`src/rtl/top.sv`:
```
`default_nettype none
// top: non-pipelined 8-bit von Neumann core (VEC/FETCH/IMM/EXEC/HALT), 256x8 memory, R0-R3.
// Optional feature macro: INTERRUPT_EN (level interrupt with PC/CCR shadow and RTI).

module top_memory (
  input  logic       clk,
  input  logic       we,
  input  logic [7:0] addr,
  input  logic [7:0] wdata,
  output logic [7:0] rdata
);
  logic [7:0] Mem [0:255];

  assign rdata = Mem[addr];

  always_ff @(posedge clk) begin
    if (we) Mem[addr] <= wdata;
  end
endmodule

module top_regfile (
  input  logic       clk,
  input  logic       we,
  input  logic [1:0] waddr,
  input  logic [7:0] wdata,
  input  logic [1:0] ra_addr,
  input  logic [1:0] rb_addr,
  output logic [7:0] ra_data,
  output logic [7:0] rb_data
);
  logic [7:0] file [0:3];

  assign ra_data = file[ra_addr];
  assign rb_data = file[rb_addr];

  always_ff @(posedge clk) begin
    if (we) file[waddr] <= wdata;
  end
endmodule

module top (
  input  logic       clk,
  input  logic       rst,
  input  logic [7:0] In_port,
  input  logic       int_req,  // interrupt request; "int" is a reserved word
  output logic [7:0] Out_port,
  output logic       HLT
);
  typedef enum logic [2:0] {S_VEC, S_FETCH, S_IMM, S_EXEC, S_HALT} state_t;

  state_t     state_q, state_d;
  logic [7:0] PC, pc_d;
  logic [3:0] CCR_out, ccr_d;
  logic [7:0] ir_q, ir_d, opr_q, opr_d, out_q, out_d;
  logic       hlt_q, hlt_d;
  logic [3:0] op;
  logic [1:0] ra, rb;
  logic [7:0] ra_val, rb_val, mem_rdata, mem_addr, mem_wdata, rf_wdata;
  logic       mem_we, rf_we, branch, int_take;
  logic [1:0] rf_waddr;
  logic [9:0] alu;  // {V, C, result}

  assign op       = ir_q[7:4];
  assign ra       = ir_q[3:2];
  assign rb       = ir_q[1:0];
  assign Out_port = out_q;
  assign HLT      = hlt_q;

`ifdef INTERRUPT_EN
  logic       in_svc_q, in_svc_d;
  logic [7:0] spc_q, spc_d;
  logic [3:0] sccr_q, sccr_d;
  assign int_take = (state_q == S_FETCH) && int_req && !in_svc_q;
`else
  logic unused_int;
  assign unused_int = int_req;
  assign int_take   = 1'b0;
`endif

  top_memory u_Memory (
    .clk(clk), .we(mem_we), .addr(mem_addr), .wdata(mem_wdata), .rdata(mem_rdata)
  );

  top_regfile regFile (
    .clk(clk), .we(rf_we), .waddr(rf_waddr), .wdata(rf_wdata),
    .ra_addr(ra), .rb_addr(rb), .ra_data(ra_val), .rb_data(rb_val)
  );

  function automatic logic [9:0] f_add(input logic [7:0] x, input logic [7:0] y);
    logic [8:0] s;
    s = {1'b0, x} + {1'b0, y};
    return {(x[7] == y[7]) && (s[7] != x[7]), s[8], s[7:0]};
  endfunction

  // Carry bit of the result is the borrow out.
  function automatic logic [9:0] f_sub(input logic [7:0] x, input logic [7:0] y);
    logic [8:0] s;
    s = {1'b0, x} - {1'b0, y};
    return {(x[7] != y[7]) && (s[7] != x[7]), s[8], s[7:0]};
  endfunction

  always_comb begin
    state_d   = state_q;
    pc_d      = PC;
    ccr_d     = CCR_out;
    ir_d      = ir_q;
    opr_d     = opr_q;
    out_d     = out_q;
    hlt_d     = hlt_q;
    mem_addr  = PC;
    mem_we    = 1'b0;
    mem_wdata = ra_val;
    rf_we     = 1'b0;
    rf_waddr  = ra;
    rf_wdata  = 8'h00;
    alu       = 10'd0;
    branch    = 1'b0;
`ifdef INTERRUPT_EN
    in_svc_d  = in_svc_q;
    spc_d     = spc_q;
    sccr_d    = sccr_q;
`endif
    case (state_q)
      S_VEC: begin
        mem_addr = 8'h00;
        pc_d     = mem_rdata;
        state_d  = S_FETCH;
      end
      S_FETCH: begin
        if (int_take) begin
          mem_addr = 8'h01;
          pc_d     = mem_rdata;
`ifdef INTERRUPT_EN
          in_svc_d = 1'b1;
          spc_d    = PC;
          sccr_d   = CCR_out;
`endif
        end else begin
          ir_d    = mem_rdata;
          pc_d    = PC + 8'd1;
          state_d = (mem_rdata[7:4] >= 4'h8 && mem_rdata[7:4] <= 4'hA) ? S_IMM : S_EXEC;
        end
      end
      S_IMM: begin
        opr_d   = mem_rdata;
        pc_d    = PC + 8'd1;
        state_d = S_EXEC;
      end
      S_EXEC: begin
        state_d = S_FETCH;
        case (op)
          4'h1: begin rf_we = 1'b1; rf_wdata = rb_val; end
          4'h2, 4'h3: begin
            alu      = (op == 4'h2) ? f_add(ra_val, rb_val) : f_sub(ra_val, rb_val);
            rf_we    = 1'b1;
            rf_wdata = alu[7:0];
            ccr_d    = {alu[9:8], alu[7], alu[7:0] == 8'h00};
          end
          4'h4, 4'h5: begin
            rf_we    = 1'b1;
            rf_wdata = (op == 4'h4) ? (ra_val & rb_val) : (ra_val | rb_val);
            ccr_d    = {CCR_out[3:2], rf_wdata[7], rf_wdata == 8'h00};
          end
          4'h6: begin
            // NOT carries V/C through so one flag expression covers all four.
            case (ra)
              2'd0:    alu = f_add(rb_val, 8'h01);
              2'd1:    alu = f_sub(rb_val, 8'h01);
              2'd2:    alu = {CCR_out[3:2], ~rb_val};
              default: alu = f_sub(8'h00, rb_val);
            endcase
            rf_we    = 1'b1;
            rf_waddr = rb;
            rf_wdata = alu[7:0];
            ccr_d    = {alu[9:8], alu[7], alu[7:0] == 8'h00};
          end
          4'h7: begin
            if (ra == 2'd0) begin
              out_d = rb_val;
            end else if (ra == 2'd1) begin
              rf_we    = 1'b1;
              rf_waddr = rb;
              rf_wdata = In_port;
            end
          end
          4'h8: begin rf_we = 1'b1; rf_wdata = opr_q; end
          4'h9: begin mem_addr = opr_q; rf_we = 1'b1; rf_wdata = mem_rdata; end
          4'hA: begin mem_addr = opr_q; mem_we = 1'b1; end
          4'hB: begin mem_addr = rb_val; rf_we = 1'b1; rf_wdata = mem_rdata; end
          4'hC: begin mem_addr = rb_val; mem_we = 1'b1; end
          4'hD: begin
            branch = (ra == 2'd3) ? 1'b1 : CCR_out[ra];
            if (branch) begin
              pc_d = rb_val;
              if (ra != 2'd3) ccr_d[ra] = 1'b0;
            end
          end
          4'hE: begin
`ifdef INTERRUPT_EN
            if (ra == 2'd0) begin
              pc_d     = spc_q;
              ccr_d    = sccr_q;
              in_svc_d = 1'b0;
            end
`endif
          end
          4'hF: begin hlt_d = 1'b1; state_d = S_HALT; end
          default: ;
        endcase
      end
      default: ;
    endcase
  end

  always_ff @(posedge clk or posedge rst) begin
    if (rst) begin
      state_q <= S_VEC;
      PC      <= 8'h00;
      CCR_out <= 4'h0;
      ir_q    <= 8'h00;
      opr_q   <= 8'h00;
      out_q   <= 8'h00;
      hlt_q   <= 1'b0;
    end else begin
      state_q <= state_d;
      PC      <= pc_d;
      CCR_out <= ccr_d;
      ir_q    <= ir_d;
      opr_q   <= opr_d;
      out_q   <= out_d;
      hlt_q   <= hlt_d;
    end
  end

`ifdef INTERRUPT_EN
  always_ff @(posedge clk or posedge rst) begin
    if (rst) begin
      in_svc_q <= 1'b0;
      spc_q    <= 8'h00;
      sccr_q   <= 4'h0;
    end else begin
      in_svc_q <= in_svc_d;
      spc_q    <= spc_d;
      sccr_q   <= sccr_d;
    end
  end
`endif
endmodule
`default_nettype wire

```
`config.mk`:
```
export PLATFORM = sky130hd
export DESIGN_NAME = top
export DESIGN_NICKNAME = d
export VERILOG_FILES = /design/src/rtl/top.sv
export SDC_FILE = /design/constraint.sdc
export NUM_CORES = 2
export LEC_CHECK = 0
export CAP_MARGIN = 20
export CORE_MARGIN = 2
export CORE_UTILIZATION = 32
export CTS_CLUSTER_SIZE = 28
export DETAILED_ROUTE_END_ITERATION = 12
export PLACE_DENSITY = 0.52
export SLEW_MARGIN = 5
export SYNTH_ARGS = -nofsm -noshare
export SYNTH_HDL_FRONTEND = slang
export SYNTH_SLANG_ARGS = --single-unit
```
`constraint.sdc`:
```
create_clock -name clk -period 8.1 [get_ports clk]
set_input_delay 1.215 -clock clk [delete_from_list [all_inputs] [get_ports clk]]
set_output_delay 1.215 -clock clk [all_outputs]
set_load 0.1 [all_outputs]
```
# == Word level (Yosys, flattened, before mapping) ==
# Memory sizes are Yosys's and may differ from the RTL's.
# Index checks and enable logic that the tools add are counted.
# word_totals
mem_bits_ro,0
regBits,40
mem_count,2
word_cells,127
latch_bits,0
ramBits,2080
output_inout_bits,9
# mem_list
name,words,width,rd,rd_ports_with_merged_regs,wr,line,text
u_Memory.Mem,256,8,1,0,1,12,logic [7:0] Mem [0:255];
regFile.file,4,8,2,0,1,31,logic [7:0] file [0:3];
# op_classes
n_mul,0
shifts,0
n_mux,39
magnitude_cmp,4
bitwise,7
div_mod_pow,0
reduce_logical,29
addsub,6
eq_ne,32
# ops
op,n
8-bit case mux with 7 select lines,1
8-bit 2-to-1 mux,6
8-bit case mux with 2 select lines,2
10-bit 2-to-1 mux,3
10-bit case mux with 3 select lines,1
4-bit == test (second input constant),7
8-bit zero test,3
8-bit case mux with 3 select lines,1
4-bit by 3-bit == test with 1-bit output (second input constant),4
4-bit case mux with 4 select lines,1
2-bit OR reduction,7
1-bit 2-to-1 mux,13
3-bit case mux with 4 select lines,1
2-bit inequality test (second input constant),5
8-bit by 1-bit adder with 9-bit output (second input constant),1
8-bit by 8-bit adder with 9-bit output,1
9-bit OR reduction,1
1-bit by 8-bit subtractor with 9-bit output (first input constant),1
8-bit by 1-bit subtractor with 9-bit output (second input constant),1
8-bit by 8-bit subtractor with 9-bit output,1
8-bit by 1-bit adder with 8-bit output (second input constant),1
8-bit bitwise AND,1
4-bit by 2-bit == test with 1-bit output (second input constant),2
4-bit 2-to-1 mux,2
32 further kinds,50

# == Depth between registers and ports, before layout ==
# logic_depth
depth_word,9
mapped_depth,19
ltp_nobuf,14

# == Hierarchy ==
# From an unflattened synthesis, not the netlist that was laid out.
# unflattened
cells_unflattened,4125
hier_area_um2,83812.9
# by_module_without_submodules
mod,cells_per_inst,area_per_inst_um2,instances,seq_area_each_um2
top_memory,3539,78332.6,1,61499.0
top,530,4095.2,1,975.9
top_regfile,56,1385.1,1,960.9

# == Worst setup path after synthesis ==
# OpenSTA, ideal clock, no wires.
# synth_timing
path_type,register -> register
from,register ir_q[2]
to,"memory regFile.file[0][7], data pin"
setup_time_ns,0.195
setup_slack_ns,1.852
path_stages_with_launch,19
required_ns,7.905
synth_period_minus_slack_ns,6.248
arrival_ns,6.053
n_path_buf,4
path_cell_list,dfrtp_1 clkbuf_1 clkbuf_1 clkbuf_1 buf_1 mux4_2 inv_1 ha_1 a21o_1 a21o_1 a21o_1 a21o_1 a21o_1 a21oi_1 nor2_1 a21oi_1 xnor2_1 nand2_1 a41oi_1
# synth_lines
element,line,text
from (decl),54,"logic [7:0] ir_q, ir_d, opr_q, opr_d, out_q, out_d;"
from (signal assigned),228,ir_q <= ir_d;
memory read 4 x 8 bit (*),n/a,
net mem_wdata[1],58,"logic [7:0] ra_val, rb_val, mem_rdata, mem_addr, mem_wdata, rf_wdata;"
8-bit by 8-bit subtractor with 9-bit output or 8-bit by 8-bit adder with 9-bit output (tied branches),"98, 91",
10-bit 2-to-1 mux (*),154,"alu = (op == 4'h2) ? f_add(ra_val, rb_val) : f_sub(ra_val, rb_val);"
8-bit case mux with 7 select lines (*),151,case (op)
8-bit 2-to-1 mux (*),123,case (state_q)
net regFile.wdata[7],25,"input logic [7:0] wdata,"
to (decl),31,
# The timed path passes the listed nets; every way through them passes the cells marked *. The select of a mux whose other input is x is not followed.

# == Final worst setup path ==
# layout_timing
from,register state_q[1]
to,"memory regFile.file[0][4], data pin"
# layout_between
elab_chain_cells,5
# layout_lines
element,line,text
from (decl),51,"state_t state_q, state_d;"
from (signal assigned),225,state_q <= state_d;
3-bit by 2-bit == test with 1-bit output or 3-bit zero test (tied branches),123,
8-bit case mux with 2 select lines,123,
memory read 256 x 8 bit,n/a,
8-bit case mux with 7 select lines,151,
8-bit 2-to-1 mux (*),123,
net regFile.wdata[4],25,
# The timed path passes the listed nets; every way through them passes the cells marked *.

==> flow_summary.toml <==
[status]
status = "finished, final reports clean"

[global_routing]
use_met1_pct = 25.7
gr-usage-all-layers_pct = 18.6
grt_pass1_wl_um = 366000
use_met3_pct = 3.17
antenna_found_initial = 11
grt_overflow = 0
grt_max_degree = 209
grtUsageMet2_pct = 29.7
gr-max-usage-layer = "met2"
grt_pass1_vias = 48300

[synth]
synth-async-reset-ratio_pct = 1.84
synth-seq-cells = 2119
syn_avg_cell_area_um2 = 16.7
ys_top_cells_by_count = "edfxtp_1 (2080), nand2_1 (420), nor2_1 (339)"
yosys-top-cells-area = "edfxtp_1 (73%), mux4_2 (6.7%), mux2i_1 (2.0%)"
synth_nets = 5172
yosysWarningCount = 0
syn-cell-area_mm2 = 0.0857
synth_most_common_cell = "edfxtp_1"
ys_seq_area_share_pct = 74.0
synth_ff_type = "edfxtp_1"
synthCells = 5131
synth_cell_types = 92
synth_top_area_share_pct = 72.9
synth_largest_area_cell = "edfxtp_1"
synth_edf_count = 2080

[floorplan]
start_util_pct = 32.2
die_h_um = 521
ios = 20
core_mm2 = 0.266
die_area_mm2 = 0.272
fp.dieW_um = 521
num_rows = 189

[worst_setup_path]
end_kind = "register"
worstPathMaxFanout = 14
required_ps = 8660
cp.arrival_ps = 7230
critPathKind = "register to register"
slowest_stage = "a32oi_4"
critPathLaunchType = "register"
critical_path.max_stage_delay_ps = 900
cpMostUsedCell = "buf_4"
path_cells = "inv_2, nor2_1, o221ai_1, a32oi_4, buf_4, buf_4, a221oi_1, o41ai_1, nand4_1, a221o_1, o21ai_0, a21oi_1"

[timing]
layout_min_cycle_time_ps = 6670
hold_viol_final = 0
fmax_mhz = 150
fin_ws_ps = 1430
setup-tns-final_ps = 0
clock_skew_ps = 32.2
max_slew_margin_pct = 8.45
report.final.slew_viol_count = 0
setup_viol = 0
min_period_over_period_pct = 82.4
rsz0062_at_grt = "no"
tightest_slew_ps = 1370
hold_ws_ps = 475

[placed_design]
post-dp-hpwl_um = 153000
port_buffers = 18
place_ws_ps = 1590
place.gp.congestion = 0.850
dp.cells = 8464

[clock_tree]
clkLatencyLatePin_ps = 880
cts_setup_buffers = 0
hold_buffers = 0
post_cts_resized = 0
clockBufferDepth = 3
cts-htree-levels = 4
clkTransAtPathRegs_ps = 60
cts_buffers = 214
clock-sinks = 2119
clock-root-buffer = "clkbuf_16"
tritoncts = "done"

[layout]
final_cells = 8858
drive_above_1_share_pct = 14.4
nets = 5189
n_fill_cell = 24900
syn_to_final_growth_pct = 13.0

[power]
ir_drop_uv = 193
cellLeakagePower_nw = 22.5
power_density_mw_per_mm2 = 218

[route]
avgViaCountPerCell = 5.57
drt-initial-drc-count = 6129
drtPass1Iterations = 6
wl_um = 259000
postRouteAntennaNets = 0
dr_total_vias = 49400
drc = 0
wl_per_cell_um = 29.2

[run]
cap_violations = 0

[min_path]
hold_class = "register to register"
## area by class of cell
| type | count | area (um2) | share of cell area [%] |
|---|---|---|---|
| inverters | 30 | 113 | 0.116 |
| multi-input cells | 2592 | 20500 | 21.2 |
| well taps | 3533 | 4420 | 4.56 |
| flip-flops and latches | 2119 | 63400 | 65.5 |
| clock inverters | 113 | 766 | 0.791 |
| clock buffers | 272 | 5640 | 5.82 |
| diodes | 8 | 20.0 | 0.0207 |
| repair buffers | 191 | 1910 | 1.97 |
## worst paths after layout
kind / cells after the start / slack [ps] / end / from
worst max-delay path: 12 / 1430 / regFile.file[0][4] / state_q[1]
worst min-delay path: 2 / 470 / Out_port[1] / Out_port[1]
worst max register to register: 12 / 1430 / regFile.file[0][4] / state_q[1]
worst min register to register: 2 / 470 / Out_port[1] / Out_port[1]
max in group asynchronous: 3 / 6920 / PC[7] / rst
min in group asynchronous: 3 / 790 / Out_port[0] / rst
## per-stage QoR
step | area (um2) | total power [mW] | util [%]
2_1_floorplan | 85700 | 12.1 | -
3_3_place_gp | 90400 | 12.1 | 34.0
3_5_place_dp | 90400 | 12.1 | 34.0
4_1_cts | 96800 | 21.3 | 36.4
5_1_grt | 96800 | 21.7 | 36.4
6_report | 96800 | 21.1 | 36.4
## critical path, delay by kind of cell, from the launching register on
family / cells / cell delay (ps)
AO/OA/AOI/OAI: 7 / 3670
AND/OR/NAND/NOR: 2 / 1100
buffers and inverters: 3 / 880
flip-flops: 1 / 680
## kinds of logic after synthesis
group,after synthesis,synth area share (%)
AO/OA/AOI/OAI,983,8.34
XOR/XNOR,28,0.286
adder cells (fa/ha/maj),31,0.467
buffers and inverters,420,2.27
flip-flops,2119,74.0
multiplexers,437,8.94
AND/OR/NAND/NOR,1113,5.67
## layout by cell type (no fill, tap or decap), types with 28 or more instances in the layout
cell	synthesis	layout
nand4_1	43	43
o311a_1	42	42
o41ai_1	30	30
mux2i_1	168	168
a31oi_1	80	79
edfxtp_1	2080	2080
a22oi_1	102	102
a221oi_1	164	164
clkbuf_1	174	55
clkinv_2	0	33
ha_1	28	28
nor2_1	339	339
clkinv_1	0	60
a32oi_1	29	28
nand3_1	198	197
o21ai_0	46	45
a21oi_1	262	261
mux4_2	255	247
buf_4	22	139
clkbuf_16	0	217
nand2_1	420	408
dfrtp_1	39	39
buf_12	1	33
## state kept, by name, indices dropped and copies added (netlist names)
name,flops
u_Memory.Mem,2048
regFile.file,32
Out_port,8
PC,8
ir_q,8
opr_q,8
CCR_out,3
state_q,3
HLT,1
## power breakdown
part           internal, mW  switching (mW)  total [mW]
clock network          5.11            4.16        9.28
logic               0.00419         0.00582      0.0100
registers              11.9               0        11.9
## routing by layer
metal	up-vias	routed length (um)
li1	20800	-
met1	26000	108000
met2	2185	122000
met3	398	19900
met4	4	9410
met5	-	32
Note: power is estimated with default switching activity, not from simulation.
